### src/rtl/alu_mc.sv
// Multicycle PLC ALU: logic/arithmetic/compare ops in one cycle, DIV/MOD through a
// restoring divider of WIDTH iterations, behind a valid/ready handshake.
module alu_mc #(
  parameter int WIDTH      = 8,
  parameter bit SIGNED_CMP = 1'b0
) (
  input  logic             clk,
  input  logic             rst,
  input  logic             in_valid,
  output logic             in_ready,
  input  logic [4:0]       op_code,
  input  logic [WIDTH-1:0] in_a,
  input  logic [WIDTH-1:0] in_b,
  input  logic             flag_clr,
  output logic             out_valid,
  input  logic             out_ready,
  output logic [WIDTH-1:0] alu_out,
  output logic             alu_c_out,
  output logic             alu_b_out,
  output logic             alu_flag_valid,
  output logic             div_err
);

  localparam int CNT_W = $clog2(WIDTH + 1);

  localparam logic [4:0] OP_AND  = 5'd0,  OP_ANDN = 5'd1,  OP_OR  = 5'd2,  OP_ORN = 5'd3;
  localparam logic [4:0] OP_XOR  = 5'd4,  OP_XORN = 5'd5,  OP_NOT = 5'd6,  OP_ADD = 5'd7;
  localparam logic [4:0] OP_SUB  = 5'd8,  OP_MUL  = 5'd9,  OP_DIV = 5'd10, OP_MOD = 5'd11;
  localparam logic [4:0] OP_GT   = 5'd12, OP_GE   = 5'd13, OP_EQ  = 5'd14, OP_NE  = 5'd15;
  localparam logic [4:0] OP_LE   = 5'd16, OP_LT   = 5'd17, OP_S   = 5'd18, OP_R   = 5'd19;
  localparam logic [4:0] OP_LD   = 5'd20, OP_LDN  = 5'd21, OP_ST  = 5'd22, OP_STN = 5'd23;

  typedef enum logic [1:0] {IDLE, EXEC, DIV, DONE} state_t;

  state_t             state_q;
  logic [4:0]         op_q;
  logic [WIDTH-1:0]   a_q, b_q;
  logic [WIDTH:0]     rem_q;
  logic [CNT_W-1:0]   cnt_q;
  logic               c_q, bf_q;
  logic [WIDTH-1:0]   res_q;
  logic               fv_q, de_q;

  logic               accept, in_is_div;
  logic               cin, bin, gt, eq;
  logic [WIDTH:0]     add_w, sub_w;
  logic [WIDTH+1:0]   div_shift, div_sub;
  logic               div_ge;
  logic [WIDTH:0]     rem_d;
  logic [WIDTH-1:0]   exec_res_d;
  logic               exec_fv_d, exec_de_d;

  function automatic logic cmp_gt(input logic [WIDTH-1:0] a, input logic [WIDTH-1:0] b);
    if (SIGNED_CMP) return $signed(a) > $signed(b);
    else            return a > b;
  endfunction

  assign in_ready  = (state_q == IDLE) | ((state_q == DONE) & out_ready);
  assign accept    = in_valid & in_ready;
  assign in_is_div = (op_code == OP_DIV) | (op_code == OP_MOD);
  assign out_valid = (state_q == DONE);

  assign alu_out        = res_q;
  assign alu_c_out      = c_q;
  assign alu_b_out      = bf_q;
  assign alu_flag_valid = fv_q;
  assign div_err        = de_q;

  // A flag clear in the same cycle forces a zero carry/borrow-in.
  assign cin   = c_q & ~flag_clr;
  assign bin   = bf_q & ~flag_clr;
  assign add_w = {1'b0, a_q} + {1'b0, b_q} + {{WIDTH{1'b0}}, cin};
  assign sub_w = {1'b0, a_q} - {1'b0, b_q} - {{WIDTH{1'b0}}, bin};
  assign gt    = cmp_gt(a_q, b_q);
  assign eq    = (a_q == b_q);

  // Divider step: bring in the next dividend bit, subtract the divisor if it fits.
  assign div_shift = {rem_q, a_q[WIDTH-1]};
  assign div_ge    = (div_shift >= {2'b00, b_q});
  assign div_sub   = div_shift - {2'b00, b_q};
  assign rem_d     = div_ge ? div_sub[WIDTH:0] : div_shift[WIDTH:0];

  always_comb begin
    exec_res_d = a_q;
    exec_fv_d  = 1'b0;
    exec_de_d  = 1'b0;
    case (op_q)
      OP_AND:  exec_res_d = a_q & b_q;
      OP_ANDN: exec_res_d = ~(a_q & b_q);
      OP_OR:   exec_res_d = a_q | b_q;
      OP_ORN:  exec_res_d = ~(a_q | b_q);
      OP_XOR:  exec_res_d = a_q ^ b_q;
      OP_XORN: exec_res_d = ~(a_q ^ b_q);
      OP_NOT:  exec_res_d = ~a_q;
      OP_ADD:  begin exec_res_d = add_w[WIDTH-1:0]; exec_fv_d = 1'b1; end
      OP_SUB:  begin exec_res_d = sub_w[WIDTH-1:0]; exec_fv_d = 1'b1; end
      OP_MUL:  exec_res_d = a_q * b_q;
      OP_DIV:  begin exec_res_d = {WIDTH{1'b1}}; exec_de_d = 1'b1; end
      OP_MOD:  begin exec_res_d = a_q; exec_de_d = 1'b1; end
      OP_GT:   exec_res_d = {WIDTH{gt}};
      OP_GE:   exec_res_d = {WIDTH{gt | eq}};
      OP_EQ:   exec_res_d = {WIDTH{eq}};
      OP_NE:   exec_res_d = {WIDTH{~eq}};
      OP_LE:   exec_res_d = {WIDTH{~gt}};
      OP_LT:   exec_res_d = {WIDTH{~(gt | eq)}};
      OP_S:    exec_res_d = {WIDTH{1'b1}};
      OP_R:    exec_res_d = {WIDTH{1'b0}};
      OP_LD:   exec_res_d = a_q;
      OP_LDN:  exec_res_d = ~a_q;
      OP_ST:   exec_res_d = a_q;
      OP_STN:  exec_res_d = ~a_q;
      default: exec_res_d = a_q;
    endcase
  end

  always_ff @(posedge clk or posedge rst) begin
    if (rst) begin
      state_q <= IDLE;
      op_q    <= '0;
      a_q     <= '0;
      b_q     <= '0;
      rem_q   <= '0;
      cnt_q   <= '0;
      c_q     <= 1'b0;
      bf_q    <= 1'b0;
      res_q   <= '0;
      fv_q    <= 1'b0;
      de_q    <= 1'b0;
    end else begin
      if (flag_clr) begin
        c_q  <= 1'b0;
        bf_q <= 1'b0;
      end
      case (state_q)
        IDLE, DONE: begin
          if (accept) begin
            op_q    <= op_code;
            a_q     <= in_a;
            b_q     <= in_b;
            rem_q   <= '0;
            cnt_q   <= '0;
            state_q <= (in_is_div && (in_b != '0)) ? DIV : EXEC;
          end else if (state_q == DONE && out_ready) begin
            state_q <= IDLE;
          end
        end
        EXEC: begin
          res_q   <= exec_res_d;
          fv_q    <= exec_fv_d;
          de_q    <= exec_de_d;
          if (op_q == OP_ADD) c_q  <= add_w[WIDTH];
          if (op_q == OP_SUB) bf_q <= sub_w[WIDTH];
          state_q <= DONE;
        end
        DIV: begin
          if (cnt_q == CNT_W'(WIDTH)) begin
            res_q   <= (op_q == OP_DIV) ? a_q : rem_q[WIDTH-1:0];
            fv_q    <= 1'b0;
            de_q    <= 1'b0;
            state_q <= DONE;
          end else begin
            rem_q <= rem_d;
            a_q   <= {a_q[WIDTH-2:0], div_ge};
            cnt_q <= cnt_q + 1'b1;
          end
        end
        default: state_q <= IDLE;
      endcase
    end
  end

endmodule

### config.mk
export PLATFORM = sky130hd
export DESIGN_NAME = alu_mc
export DESIGN_NICKNAME = d
export VERILOG_FILES = /design/src/rtl/alu_mc.sv
export SDC_FILE = /design/constraint.sdc
export NUM_CORES = 1
export LEC_CHECK = 0
export ABC_AREA = 0
export BUFFER_PORTS_ARGS = -buffer_cell sky130_fd_sc_hd__buf_2
export CORE_UTILIZATION = 35
export CTS_CLUSTER_DIAMETER = 50
export DETAILED_ROUTE_END_ITERATION = 10
export HOLD_SLACK_MARGIN = 0.03
export PLACE_DENSITY = 0.52
export SETUP_SLACK_MARGIN = 0.4
export SYNTH_ARGS = -nofsm -noshare
export SYNTH_HDL_FRONTEND = slang
export SYNTH_SLANG_ARGS = --single-unit
### constraint.sdc
create_clock -name clk -period 8.4 [get_ports clk]
set_input_delay 0.42 -clock clk [delete_from_list [all_inputs] [get_ports clk]]
set_output_delay 0.42 -clock clk [all_outputs]
set_load 0.03 [all_outputs]
Yosys cells after proc, flatten, opt, wreduce, memory -nomap -nowiden:

Index checks and enable logic that the tools add are counted.

* bits in read-only memories: 0
* RAM bits: 0
* input bits: 26
* word-level logic and storage cells: 116
* memories kept: 0
* output and inout port bits: 14
* register bits after elaboration: 48
* latch bits: 0

* add/sub/neg operators: 6
* muxes and demuxes: 30
* shift-type cells: 0
* magnitude comparators: 2
* multiply operators: 1
* div/mod/pow operators: 0
* reductions and logical operators: 16
* bitwise logic cells: 18
* equality and inequality tests: 32

Operators with widths (count)
* $pmux 8 s18: 1
* $eq 5x4->1 const B: 10
* $mux 8: 4
* $not 8->8: 4
* $pmux 8 s2: 2
* $eq 5x5->1 const B: 6
* $mux 9: 3
* $eq 5x3->1 const B: 4
* $pmux 9 s2: 1
* $eq 5x2->1 const B: 2
* $ge 10x8->1: 1
* $add 8x8->9: 1
* $add 9x1->9: 1
* $mux 1: 9
* $sub 8x8->9: 1
* $sub 9x1->9: 1
* $sub 9x8->9: 1
* $and 8x8->8: 1
* $eq 8x8->1: 1
* $gt 8x8->1: 1
* $mul 8x8->8: 1
* $mux 2: 4
* $mux 4: 2
* $or 8x8->8: 1
* 23 further kinds: 42

Depth between registers and ports, before layout:

Gate-level depths: netlist of run 1.

* depth after elaboration: 6
* depth in mapped cells: 17
* mapped depth without buffers: 16

Least setup slack after synthesis of run 1:

Ideal clock, no wire load.

* kind: register to register
* from: register a_q[1]
* to: register res_q[6] (netlist: alu_out[6])
* slack: 4244 ps
* cell stages (with the launch flop): 16
* buffers on the path: 1
* arrival time: 4013 ps
* data required time: 8257 ps
* cells stage by stage: dfrtp_1 -> clkbuf_1 -> nand2_1 -> fa_1 -> fa_1 -> inv_1 -> fa_1 -> inv_1 -> fa_1 -> inv_1 -> ha_1 -> xnor2_1 -> a211oi_1 -> o21ai_0 -> a311oi_1 -> o221ai_1

* word-level cells in the longest chain between the ends: 5
* elaborated cells on any way between the ends: 13
* those cells by class: 4 x add/sub; 1 x mul; 1 x order compare; 1 x eq/ne; 2 x mux; 4 x bitwise

Ends and longest elaborated chain
* from (decl): RTL line 37 `logic [WIDTH-1:0] a_q, b_q;`
* from (signal assigned): RTL line 138 `a_q <= in_a;`
* from (signal assigned): RTL line 163 `a_q <= {a_q[WIDTH-2:0], div_ge};`
* branches (longest 3 deep; another with $mul 8x8->8)
* $pmux 8 s18 (*): RTL line 87 `case (op_q)`
* $pmux 8 s2 (*): RTL line 134 `case (state_q)`
* to (signal assigned): RTL line 148 `res_q <= exec_res_d;`
* to (signal assigned): RTL line 157 `res_q <= (op_q == OP_DIV) ? a_q : rem_q[WIDTH-1:0];`
* to (decl): RTL line 41 `logic [WIDTH-1:0] res_q;`

Mark *: on every way between the ends.
A chain may end at the register's enable or synchronous reset.

Worst setup path after layout of run 1:

Same ends and word-level chain as after synthesis.

==> results.md, run 1 <==
* Outcome: finished clean
* Hold depth at 3
* Post-synth ARST share at 100.0%
* Die width at roughly 130 um
* Vias in the first global route at 4669
* Via count at 4790
* Crit path max fanout at 14
* Io pins at 40
* Ys Warns at 0
* Worst slew pin tran at 1.050 ns
* Initial Utilization at 36.36%
* R2r setup slk at 3.92 ns
* Beginning of the worst hold path: in_b[7]
* Cell Chain, Critical Path: nand2_1 > fa_1 > fa_1 > inv_1 > fa_1 > inv_1 > fa_1 > inv_1 > ha_1 > xnor2_1 > a211oi_1 > o21ai_0 > a311oi_1 > o221ai_1
* R2R Path End: alu_out[6]
* Final Max Tran Viols at 0
* Die area at between 0.015 and 0.02 mm^2
* Most common cell in the netlist: nand2_1
* Layout cells sized above 1 at 9.749%
* Post-Syn Nets at 763
* DR pass1 iterations at 7
* Clk root buf: clkbuf_16
* Crit-path most repeated cell: fa_1
* Cell taking the most area after synthesis: dfrtp_1
* Synth Flop Type: dfrtp_1
* DR DRC count at 0
* Maximum clock rate at 223.0 MHz
* Global Route Usage Sum at 21.92%
* Crit path time final at 4.484 ns
* Final period util at ~53%
* Yosys reg bits at 48
* Critical path class: reg -> reg
* Setup WS pre-CTS at roughly 4.0 ns
* Port buffer count at 39
* Slew headroom at 29.90%
* Worst Setup Start Kind: flop
* Max incr delay on CP at between 0.7 and 0.8 ns
* WL/cell at 19.38 um
* Final setup viols at 0
* CTS tree: yes
* Clock Path Buffers at 2
* Post-cts resize count at 0
* Hold Violations, Final at 0
* Most instantiated cells after synthesis: 77 x nand2_1, 69 x ha_1, 66 x inv_1
* Unique masters post-synth at 60
* DP HPWL at 13220 um
* CP arrival at approximately 4.7 ns
* Register area share after synthesis at roughly 22%
* Vias per inst at around 5.6
* Post-Route WL at 16690 um
* Setup TNS at 0 ns
* Max-Cap Viols at 0
* Fill cells at 1529
* Worst-path clk slew at 0.07 ns
* Global-route wire length before repair at 26590 um
* Slowest cell on crit path: dfrtp_1
* Initial antenna violation count at 0
* Sink Count at 48
* H-tree levels at 2
* Syn Area/Cell at 8.239 um^2
* Rows at 44
* Core area at 0.01475 mm^2
* Largest net degree at the start of global routing at 49
* Diode count at 0
* Mapped cell area at 0.005364 mm^2
* CTS Hold Buffers Added at 0
* Crit Reg-Reg Startpoint: a_q[1]
* Critical Path End Type: flop
* Final Wtd Congestion at 0.9328
* Slack of the critical path at 3.916 ns
* Setup repair after global routing missed its margin: false
* Hold Path Sink: b_q[7]
* Clock Latency Late Sink at approximately 0.3 ns
* HP Class: in -> reg
* Top cells by area, synth: dfrtp_1 22%, ha_1 16%, fa_1 6.3%
* EDFF count, synth at 0
* Die Height at 125.8 um
* WP data required at 8.56 ns
* Total setup buffers inserted after CTS at 0
* Yosys top cell area share at around 22%
* Mapped Cells at 651
* Iter 0 DRT Violations at 364
* Final Net Count at 788
* Utilization after layout at 39.60%
* Antenna-violating nets left at 0
* Layout area overhead at 8.934%
* Reg2Reg Depth at 14
* Clock skew at 0.01060 ns
* CTS buffer count at 5
* Grt total ovfl at 0
-- final cells by class --
class                   instances  area (um^2)  share of cell area [%]
multi-input cells             512         3792                   64.90
clock inverters                 1        7.507                  0.1285
clock buffers                   7        142.6                   2.441
well taps                     184        230.2                   3.940
flip-flops and latches         48         1201                   20.56
repair buffers                 42        217.7                   3.726
inverters                      67        251.5                   4.304
-- metal layers --
metal  vias up  global-route usage, %  part of all wire [%]
met5         -                      0                     0
met4         0                  6.945                   2.2
met3        28                  1.954                   4.8
met2       159                  36.31                    47
met1      2300                  30.21                    46
li1       2303                      -                     -
-- worst max path at each step --
stage,startpoint,slack [ns],depth (start not counted),end
after floorplan,a_q[1],4.24,15,alu_out[6]
after global placement,a_q[1],4.04,14,alu_out[6]
after detailed placement,a_q[0],3.97,16,alu_out[6]
after CTS,a_q[1],3.94,14,alu_out[6]
after global routing,a_q[0],3.64,16,alu_out[6]
final,a_q[1],3.92,14,alu_out[6]
-- through the flow --
step                hold slack [ns]  cell area [um^2]  cells
CTS                          0.3504              5843    861
detailed placement           0.4847              5693    853
global placement             0.4817              5693    853
global route                 0.3677              5843    861
finish                       0.3541              5843    861
floorplan                    0.4868              5364    651
-- cell families (layout without fill, tap and decap cells) --
family | Yosys count | count (layout) | synth area share [%]
buf+inv | 91 | 117 | 6.905
flops | 48 | 48 | 22.39
mux | 21 | 21 | 4.035
compound gates | 169 | 169 | 20.13
simple gates | 192 | 192 | 16.91
xor+xnor | 44 | 44 | 7.185
fa+ha+maj | 86 | 86 | 22.44
-- layout by cell type (no fill, tap or decap), types with 6 or more instances in the layout --
| cell | Yosys | layout |
|---|---|---|
| nand2_1 | 77 | 77 |
| ha_1 | 69 | 69 |
| inv_1 | 66 | 65 |
| o21ai_0 | 57 | 57 |
| nor2_1 | 55 | 55 |
| dfrtp_1 | 48 | 48 |
| buf_2 | 8 | 39 |
| a21oi_1 | 38 | 38 |
| xnor2_1 | 30 | 30 |
| fa_1 | 17 | 17 |
| mux2i_1 | 16 | 16 |
| xor2_1 | 14 | 14 |
| nor2b_1 | 12 | 12 |
| nor3_1 | 12 | 12 |
| o22ai_1 | 10 | 10 |
| o221ai_1 | 9 | 9 |
| nand2b_1 | 7 | 7 |
| nand3_1 | 6 | 6 |
| a211oi_1 | 6 | 6 |
-- sequential cells by signal (all words and copies together), names as in the netlist --
name and flops:
alu_b_out 1, state_q 2, rem_q 9, div_err 1, alu_c_out 1, a_q 8, alu_flag_valid 1, cnt_q 4
b_q 8, op_q 5, alu_out 8
-- critical path: cells and delay by family, from the launching register on --
family,cells,cell delay (ns)
buffers and inverters,3,0.16
DFF,1,0.71
xor gates and xnor gates,1,0.16
and+or+nand+nor,1,0.16
adders and majority gates,5,2.33
AOI/OAI and AO/OA,4,0.83
Power of run 1 is left out: the tool's default activity adds up to more than one toggle a clock period on the data nets, which glitch-free logic cannot reach.
==> run 2: changes to the inputs <==
==> constraint.sdc (replaced) <==
create_clock -name clk -period 4.6 [get_ports clk]
set_input_delay 0.23 -clock clk [delete_from_list [all_inputs] [get_ports clk]]
set_output_delay 0.23 -clock clk [all_outputs]
set_load 0.03 [all_outputs]
==> run 2 against run 1 <==
  * Die area is the same
  * Core utilization grew 1.6 points
  * Flip-flop and latch count is the same
  * Non-clock buffer count grew 24
  * Cell area grew 4.0%
  * Final cell count grew 2.8%
  * Largest cell class unchanged
==> results.md, run 2 (synthesis results as in run 1) <==
* Outcome: finished clean
* Hold Violations, Final at 0 (unchanged)
* Commonest non-fill, non-tap cell in the layout: nand2_1
* Antenna-violating nets left at 0 (unchanged)
* Die area at 0.01582 mm^2 (unchanged)
* DR DRC count at 0 (unchanged)
* Hold depth at 3 (unchanged)
* Grt total ovfl at 0 (unchanged)
* Via count at 4880 (+1.9%)
* Reg2Reg Depth at 13 (-1)
* Critical Path End Type: flop
* Core area at 0.01475 mm^2 (unchanged)
* Max reg flops at 9 (unchanged)
* Highest-count cells in the layout ignoring fill and taps: 74 x nand2_1, 66 x ha_1, 60 x inv_1
* Worst-path clk slew at 0.06 ns (about the same)
* Critical path class: reg -> reg
* Post-Route WL at 17470 um (+4.7%)
* Iter 0 DRT Violations at 367 (+0.82%)
* Crit Reg-Reg Startpoint: a_q[3]
* Final period util at 88.37% (+35 points)
* Worst Setup Start Kind: flop
* Slowest cell on crit path: fa_1
* Clock Path Buffers at 2 (unchanged)
* DR pass1 iterations at 5 (-2)
* Diode count at 0 (unchanged)
* Clk root buf: clkbuf_16
* Global-route wire length before repair at 27620 um (+3.9%)
* Cell Chain, Critical Path: ha_4 > fa_1 > ha_1 > fa_1 > inv_1 > fa_1 > inv_1 > ha_1 > xnor2_1 > a211oi_1 > o21ai_1 > a311oi_1 > o221ai_1
* Crit path buf inv count at 2 (-1)
* Setup TNS at 0 ns (unchanged)
* Layout cells sized above 1 at 15.41% (+5.7 points)
* CP arrival at 4.22 ns (-0.43 ns)
* Die Height at 125.8 um (unchanged)
* Fill cells at 1533 (+0.26%)
* Final setup viols at 0 (unchanged)
* Final Net Count at 812 (+3.0%)
* Crit path max fanout at 7 (-7)
* HP Class: in -> reg
* Final Max Tran Viols at 0 (unchanged)
* Rows at 44 (unchanged)
* Layout area overhead at 13.27%
* Worst slew pin tran at 1.051 ns (+0.0008063 ns)
* Largest net degree at the start of global routing at 49 (unchanged)
* Crit path max-delay family: adder cells
* R2r setup slk at 0.54 ns (-3.38 ns)
* R2R Path End: alu_out[6]
* Hold slack at 0.1656 ns (-0.1885 ns)
* Die width at 125.8 um (unchanged)
* Clock skew at 0.003750 ns (-0.006849 ns)
* Sink Count at 48 (unchanged)
* CTS tree: yes
* Largest Register: rem_q
* CTS buffer count at 5 (unchanged)
* Max incr delay on CP at 0.54 ns (-0.17 ns)
* Maximum clock rate at 246.0 MHz (+10%)
* WP data required at 4.75 ns (-3.81 ns)
* Final Wtd Congestion at 0.8889 (-4.7%)
* Vias in the first global route at 4837 (+3.6%)
* DP HPWL at 13840 um (+4.7%)
* Initial Utilization at 36.36% (unchanged)
* Global Route Usage Sum at 22.82% (+0.90 points)
* Port buffer count at 39 (unchanged)
* Area of the multi-input gates at 0.003834 mm^2 (+1.1%)
* Beginning of the worst hold path: in_b[5]
* H-tree levels at 2 (unchanged)
* WL/cell at 19.74 um (+1.9%)
* Clock Latency Late Sink at 0.29 ns (about the same)
* Vias per inst at 5.514 (-0.88%)
* Reg area at 0.001209 mm^2 (+0.63%)
* Slew headroom at 29.94% (+0.048 points)
* Hold Path Sink: b_q[5]
* Max-Cap Viols at 0 (unchanged)
* Crit path time final at 4.065 ns (-0.4192 ns)
* Initial antenna violation count at 1 (+1)
* Setup repair after global routing missed its margin: false
* Io pins at 40 (unchanged)
* Crit-path most repeated cell: fa_1
run 2: changes by cell type in the layout (fill, tap and decap cells not counted), moves of 2 or more:
cell / before / now
buf_4: 3 / 27
dfrtp_1: 48 / 42
dfrtp_2: 0 / 6
inv_1: 65 / 60
ha_1: 69 / 66
inv_2: 1 / 4
nand2_1: 77 / 74
nand2_2: 0 / 3
ha_4: 0 / 2
run 2: tightest hold or removal path: cells and delay by family:
kind / cells / cell delay [ns]
AO/OA/AOI/OAI: 1 / 0.06
buffers and inverters: 1 / 0.09
AND/OR/NAND/NOR: 1 / 0.04
run 2: what timing repair did:
item	4_1_cts	5_1_grt
endpoints found under the setup margin	1	3
pin swaps	1	4
buffers inserted	2	5
gates resized for setup	5	16
hold buffers	0	0
run 2: how the worst max path moves through the flow:
stage                 from    endpoint  slack (ns)  depth (start not counted)
floorplan           a_q[1]  alu_out[6]        0.44                         15
global placement    b_q[4]  alu_out[6]        0.41                         14
detailed placement  b_q[4]  alu_out[6]        0.31                         14
CTS                 a_q[1]  alu_out[6]        0.44                         14
global route        a_q[3]  alu_out[6]        0.41                         14
finish              a_q[3]  alu_out[6]        0.54                         13
run 2: layer usage:
metal  wire length [um]  global-route usage (%)
met5                 13                       0
met4                421                   7.158
met1               7999                   31.08
met2               8173                   37.55
met3                864                   2.974
run 2: stage by stage:
| step | worst slack, ns | instances | cell area, um^2 | util, % |
|---|---|---|---|---|
| floorplan | 0.4441 | 651 | 5364 | - |
| global placement | 0.4070 | 870 | 5821 | 39.45 |
| detailed placement | 0.3056 | 870 | 5821 | 39.45 |
| CTS | 0.4419 | 880 | 5992 | 40.61 |
| global route | 0.4059 | 885 | 6076 | 41.18 |
| finish | 0.5350 | 885 | 6076 | 41.18 |
run 2: layout make-up:
| class | instances | area share (%) |
|---|---|---|
| Multi-Input combinational cell | 512 | 63.10 |
| Inverter | 67 | 4.263 |
| Sequential cell | 48 | 19.89 |
| Clock buffer | 8 | 2.409 |
| Timing Repair Buffer | 66 | 6.549 |
| Tap cell | 184 | 3.789 |
Power of run 2 is left out for the same reason.
